[src/rtl/exception_ctrl_pkg.sv]
// Shared definitions for the exception controller: exception type codes,
// CP0 Status/Cause bit positions, stall vectors and the drain FSM state type.
package exception_ctrl_pkg;

   localparam int unsigned EXC_TYPE_W = 32;

   localparam logic [EXC_TYPE_W-1:0] ExcNone         = 32'h0000_0000;
   localparam logic [EXC_TYPE_W-1:0] Exc_Interrupt   = 32'h0000_0001;
   localparam logic [EXC_TYPE_W-1:0] Exc_Syscall     = 32'h0000_0008;
   localparam logic [EXC_TYPE_W-1:0] Exc_InvalidInst = 32'h0000_0009;
   localparam logic [EXC_TYPE_W-1:0] Exc_Trap        = 32'h0000_000d;
   localparam logic [EXC_TYPE_W-1:0] Exc_Overflow    = 32'h0000_000c;
   localparam logic [EXC_TYPE_W-1:0] Exc_Eret        = 32'h0000_000e;

   localparam int unsigned STATUS_IE    = 0;
   localparam int unsigned STATUS_EXL   = 1;
   localparam int unsigned STATUS_IM_LO = 8;
   localparam int unsigned STATUS_IM_HI = 15;
   localparam int unsigned CAUSE_IP_LO  = 8;
   localparam int unsigned CAUSE_IP_HI  = 15;

   // Bit positions inside mem_exc_flags_i = {eret, overflow, trap, invalid_inst, syscall}
   localparam int unsigned FLAG_SYSCALL  = 0;
   localparam int unsigned FLAG_INVALID  = 1;
   localparam int unsigned FLAG_TRAP     = 2;
   localparam int unsigned FLAG_OVERFLOW = 3;
   localparam int unsigned FLAG_ERET     = 4;

   // Stall vector order is {wb, mem, ex, id, if, pc}
   localparam logic [5:0] STALL_NONE = 6'b000000;
   localparam logic [5:0] STALL_ID   = 6'b000111;
   localparam logic [5:0] STALL_EX   = 6'b001111;

   localparam int unsigned DRAIN_W = 4;

   typedef enum logic {
      ST_IDLE  = 1'b0,
      ST_DRAIN = 1'b1
   } state_t;

endpackage

[src/rtl/exception_ctrl_priority_enc.sv]
// Fixed-priority fold of the pending interrupt and MEM-stage exception flags
// into a single exception type code.
module exc_priority_enc
   import exception_ctrl_pkg::*;
(
   input  logic                  int_pend,
   input  logic [4:0]            flags,
   output logic [EXC_TYPE_W-1:0] exc_type
);

   always_comb begin
      exc_type = ExcNone;
      if (int_pend)
         exc_type = Exc_Interrupt;
      else if (flags[FLAG_SYSCALL])
         exc_type = Exc_Syscall;
      else if (flags[FLAG_INVALID])
         exc_type = Exc_InvalidInst;
      else if (flags[FLAG_TRAP])
         exc_type = Exc_Trap;
      else if (flags[FLAG_OVERFLOW])
         exc_type = Exc_Overflow;
      else if (flags[FLAG_ERET])
         exc_type = Exc_Eret;
   end

endmodule

[src/rtl/exception_ctrl.sv]
// Exception arbiter and pipeline controller: produces the exception type for CP0,
// flush/redirect and stall vector, and masks exceptions while a flushed pipeline drains.
module exception_ctrl
   import exception_ctrl_pkg::*;
#(
   parameter logic [31:0] EXC_VECTOR   = 32'h0000_0020,
   parameter int unsigned DRAIN_CYCLES = 2,
   parameter int unsigned CNT_W        = 16
)(
   input  logic                  clk,
   input  logic                  rst,
   input  logic                  mem_valid_i,
   input  logic [31:0]           mem_inst_addr_i,
   input  logic [4:0]            mem_exc_flags_i,
   input  logic [31:0]           cp0_status_i,
   input  logic [31:0]           cp0_cause_i,
   input  logic [31:0]           cp0_epc_i,
   input  logic                  stallreq_id_i,
   input  logic                  stallreq_ex_i,
   output logic [EXC_TYPE_W-1:0] exception_type_o,
   output logic                  flush_o,
   output logic [31:0]           new_pc_o,
   output logic [5:0]            stall_o,
   output logic [CNT_W-1:0]      exc_count_o,
   output logic                  busy_o
);

   state_t                  state;
   logic [DRAIN_W-1:0]      drain_cnt;
   logic                    int_pend;
   logic                    arb_en;
   logic [EXC_TYPE_W-1:0]   enc_type;
   logic                    unused_inputs;

   // The instruction PC is latched into EPC by CP0 itself; only the IM/IP/IE/EXL fields matter here.
   assign unused_inputs = &{1'b0, mem_inst_addr_i, cp0_status_i[31:16], cp0_status_i[7:2],
                            cp0_cause_i[31:16], cp0_cause_i[7:0]};

   assign int_pend = (|(cp0_cause_i[CAUSE_IP_HI:CAUSE_IP_LO] & cp0_status_i[STATUS_IM_HI:STATUS_IM_LO]))
                     & cp0_status_i[STATUS_IE] & ~cp0_status_i[STATUS_EXL];

   exc_priority_enc u_enc (
      .int_pend (int_pend),
      .flags    (mem_exc_flags_i),
      .exc_type (enc_type)
   );

   assign arb_en = rst & (state == ST_IDLE) & mem_valid_i;
   assign busy_o = (state == ST_DRAIN);

   always_comb begin
      exception_type_o = ExcNone;
      flush_o          = 1'b0;
      new_pc_o         = '0;
      stall_o          = STALL_NONE;
      if (rst) begin
         if (arb_en)
            exception_type_o = enc_type;
         if (exception_type_o != ExcNone) begin
            flush_o  = 1'b1;
            new_pc_o = (exception_type_o == Exc_Eret) ? cp0_epc_i : EXC_VECTOR;
         end else if (stallreq_ex_i) begin
            stall_o = STALL_EX;
         end else if (stallreq_id_i) begin
            stall_o = STALL_ID;
         end
      end
   end

   // DRAIN_CYCLES is expected in 1..15; the counter leaves DRAIN when it reads 1.
   always_ff @(posedge clk or negedge rst) begin
      if (!rst) begin
         state       <= ST_IDLE;
         drain_cnt   <= '0;
         exc_count_o <= '0;
      end else begin
         if (flush_o && (exc_count_o != '1))
            exc_count_o <= exc_count_o + CNT_W'(1);
         case (state)
            ST_IDLE: begin
               if (flush_o) begin
                  state     <= ST_DRAIN;
                  drain_cnt <= DRAIN_W'(DRAIN_CYCLES);
               end
            end
            ST_DRAIN: begin
               if (drain_cnt == DRAIN_W'(1)) begin
                  state     <= ST_IDLE;
                  drain_cnt <= '0;
               end else begin
                  drain_cnt <= drain_cnt - DRAIN_W'(1);
               end
            end
            default: begin
               state     <= ST_IDLE;
               drain_cnt <= '0;
            end
         endcase
      end
   end

endmodule

[config.mk]
export PLATFORM = sky130hd
export DESIGN_NAME = exception_ctrl
export DESIGN_NICKNAME = d
export VERILOG_FILES = /design/src/rtl/exception_ctrl_pkg.sv /design/src/rtl/exception_ctrl_priority_enc.sv /design/src/rtl/exception_ctrl.sv
export SDC_FILE = /design/constraint.sdc
export NUM_CORES = 1
export LEC_CHECK = 0
export ABC_AREA = 1
export BUFFER_PORTS_ARGS = -buffer_cell sky130_fd_sc_hd__buf_2
export CAP_MARGIN = 15
export CORE_AREA = 2 2 86 88
export DETAILED_ROUTE_END_ITERATION = 10
export DIE_AREA = 0 0 88 90
export GPL_TIMING_DRIVEN = 0
export HOLD_SLACK_MARGIN = 0.06
export PLACE_DENSITY_LB_ADDON = 0.05
export REMOVE_ABC_BUFFERS = 1
export SYNTH_ARGS = -nofsm -noshare
export SYNTH_HDL_FRONTEND = slang
export SYNTH_HIERARCHICAL = 1
export SYNTH_SLANG_ARGS = --single-unit
[constraint.sdc]
create_clock -name clk -period 2.65 [get_ports clk]
set_input_delay 0.53 -clock clk [delete_from_list [all_inputs] [get_ports clk]]
set_output_delay 0.53 -clock clk [all_outputs]
set_load 0.1 [all_outputs]
==> metrics <==
status finished with violations; failing checks max-slew violations, negative setup slack; number of global-route vias before repair 2,648; Max Transition Viols Final 22; Sink Count 21; sequential share of power 20.2%; CTS Buffer Depth 2; initial antenna violation count 0; drt drc 0; mean post-synth cell area 5.81 um2; worst rel slew slack -17.7%; # nets final 682; DR iter-0 viols 60; Hold WC Path Type input port to async pin; root buffer cell clkbuf_8; sw frac 59.6%; post-route ant nets 0; final hold slack 123 ps; largest net degree at the start of global routing 32; initial core utilization 35.1%; Total GRT Usage 21.4%; period utilization 110%; Hold-fix buffers, CTS 0; #FFs+latches synth 21; area growth from synthesis to layout 64.0%; fmax 0.344 GHz; num rows 31; Die X 88 um; peak supply drop 0.771 mV; # setup viols final 35; Filler Cells Inserted 628; sequential area share after synthesis 21.3%; Psw 1.36 mW; clock network fraction of total power 9.5%; grt ovf 0; share of cells above drive strength 1 35.9%; CP Launch Type input port; crit path kind input port to output pin; most frequent cells in the layout inv_1, nand2_1, buf_2; Int Pwr 0.919 mW; Post-Synthesis Cells 424; Clock Skew 9.14 ps; Crit. End Element output pin; Synth Cell Area 0.00246 mm2; commonest non-fill, non-tap cell in the layout inv_1; CTS tree yes; DP HPWL 5.12 mm; drt wl/cell 13.4 um; Final GP Congestion 0.784; die area 0.00792 mm2; CTS Buf Count 3; non-filler cells, final 639; final worst slack -255 ps; Design Power 2.27 mW; drt pass-1 iters 4; CP max FO 8; Required @ worst endpoint 2120 ps; Fin. Hold Viols 0; r2r setup slk 570 ps; Static Leak 2.15 nW; Final Core Density 57.6%; fin crit period 2910 ps; Vias 2,783; maxcap violations 0; I/O Pins 226; core area 0.00702 mm2; Worst-Margin Slew 1760 ps; Total Wirelength 8.58 mm; RSZ-0062 raised after global routing true; Die H 90 um; part of the power in combinational logic 70.3%; Yosys cell types 26; placed cells 624; worst path arrival time 2380 ps; pwr dens 563 mW/mm2; setup tns final -7590 ps; global-route wire length before repair 13.2 mm; clock slew at reported path FFs 80 ps; IO Port Bufs 117; H-tree depth 1; YS warnings 6; vias per inst 4.36; later-pin clock latency in the skew report 270 ps; antenna cells 0
state kept, by name, summed over array words and instances (netlist names):
name	cells
busy_o	1
drain_cnt	4
exc_count_o	16
cells in the mapped netlist, drive strengths merged:
cell | number | area, um2
xor2 | 7 | 61.3
and3 | 1 | 6.26
nor3 | 4 | 25.0
o21ai | 14 | 70.1
dfrtp | 21 | 526
a21oi | 6 | 30.0
nand3b | 1 | 7.51
nand4 | 12 | 75.1
nand3 | 33 | 170
conb | 2 | 7.51
clkbuf | 3 | 11.3
inv | 95 | 357
nor2 | 84 | 353
nand2 | 96 | 378
ha | 3 | 37.5
xnor2 | 1 | 8.76
buf | 41 | 342
path summary, 6_finish.rpt:
| path | start | to | depth (start not counted) |
|---|---|---|---|
| max | cp0_status_i[9] | new_pc_o[17] | 16 |
| min | rst | exc_count_o[15] | 1 |
| max reg2reg | exc_count_o[0] | exc_count_o[15] | 8 |
| min reg2reg | drain_cnt[1] | drain_cnt[1] | 2 |
| max in group asynchronous | rst | busy_o | 1 |
| min in group clk | drain_cnt[1] | drain_cnt[1] | 2 |
area by class of cell:
cell class | instances | area (um2) | share of cell area (%)
clock buffers | 3 | 41.3 | 1.02
clock inverters | 1 | 5.00 | 0.124
inverters | 95 | 375 | 9.29
multi-input cells | 294 | 1640 | 40.5
flip-flops and latches | 21 | 527 | 13.0
well taps | 99 | 124 | 3.07
repair buffers | 124 | 1290 | 32.0
repair inverters | 2 | 41.3 | 1.02
what timing repair did:
| action | in CTS | in global routing |
|---|---|---|
| pin swaps | 17 | 9 |
| endpoints found under the setup margin | 41 | 38 |
| cloned | 4 | 0 |
| setup buffers | 6 | 1 |
| endpoints found under the hold margin | 0 | 0 |
| gates resized for setup | 248 | 9 |
worst max-delay path, cell delays in order:
cell and delay, ps:
buf_6 90, nand2_2 50, nand4_1 90, o21ai_1 140
nor2_1 80, nor2_2 110, nand2_1 70, a21oi_2 160
nand4_1 120, nor2_1 100, nand2_1 90, nor2_4 130
buf_12 180, inv_8 80, nor2_4 140, buf_12 180
metal layers:
| metal | GRT usage, % | vias up | part of all wire [%] |
|---|---|---|---|
| li1 | - | 1431 | - |
| met1 | 24.1 | 1263 | 38 |
| met2 | 40.4 | 74 | 55 |
| met3 | 2.75 | 15 | 4.0 |
| met4 | 6.54 | 0 | 2.7 |
| met5 | 0 | - | 0 |
kinds of logic (layout without fill, tap and decap cells):
group | Yosys count | after routing | synth area share [%]
flops | 21 | 21 | 21.3
buf+inv | 139 | 225 | 28.8
other cells | 2 | 30 | 0.305
fa+ha+maj | 3 | 3 | 1.52
simple gates | 231 | 233 | 41.2
compound gates | 20 | 20 | 4.06
xor+xnor | 8 | 8 | 2.84
stage by stage:
stage / setup WS [ps] / instance area (um2)
floorplan: -3380 / 2220
global placement: -1140 / 2930
finish: -255 / 4040
global route: -441 / 4040
detailed placement: -1160 / 2930
CTS: -203 / 4010
power groups by stage:
stage | clock network, mW | logic, mW | registers (mW)
finish | 0.216 | 1.60 | 0.461
global route | 0.235 | 1.72 | 0.470
CTS | 0.229 | 1.59 | 0.461
detailed placement | 0 | 1.32 | 0.462
global placement | 0 | 1.32 | 0.463
floorplan | 0 | 0.849 | 0.705
Power figures use the tool's default switching activity.
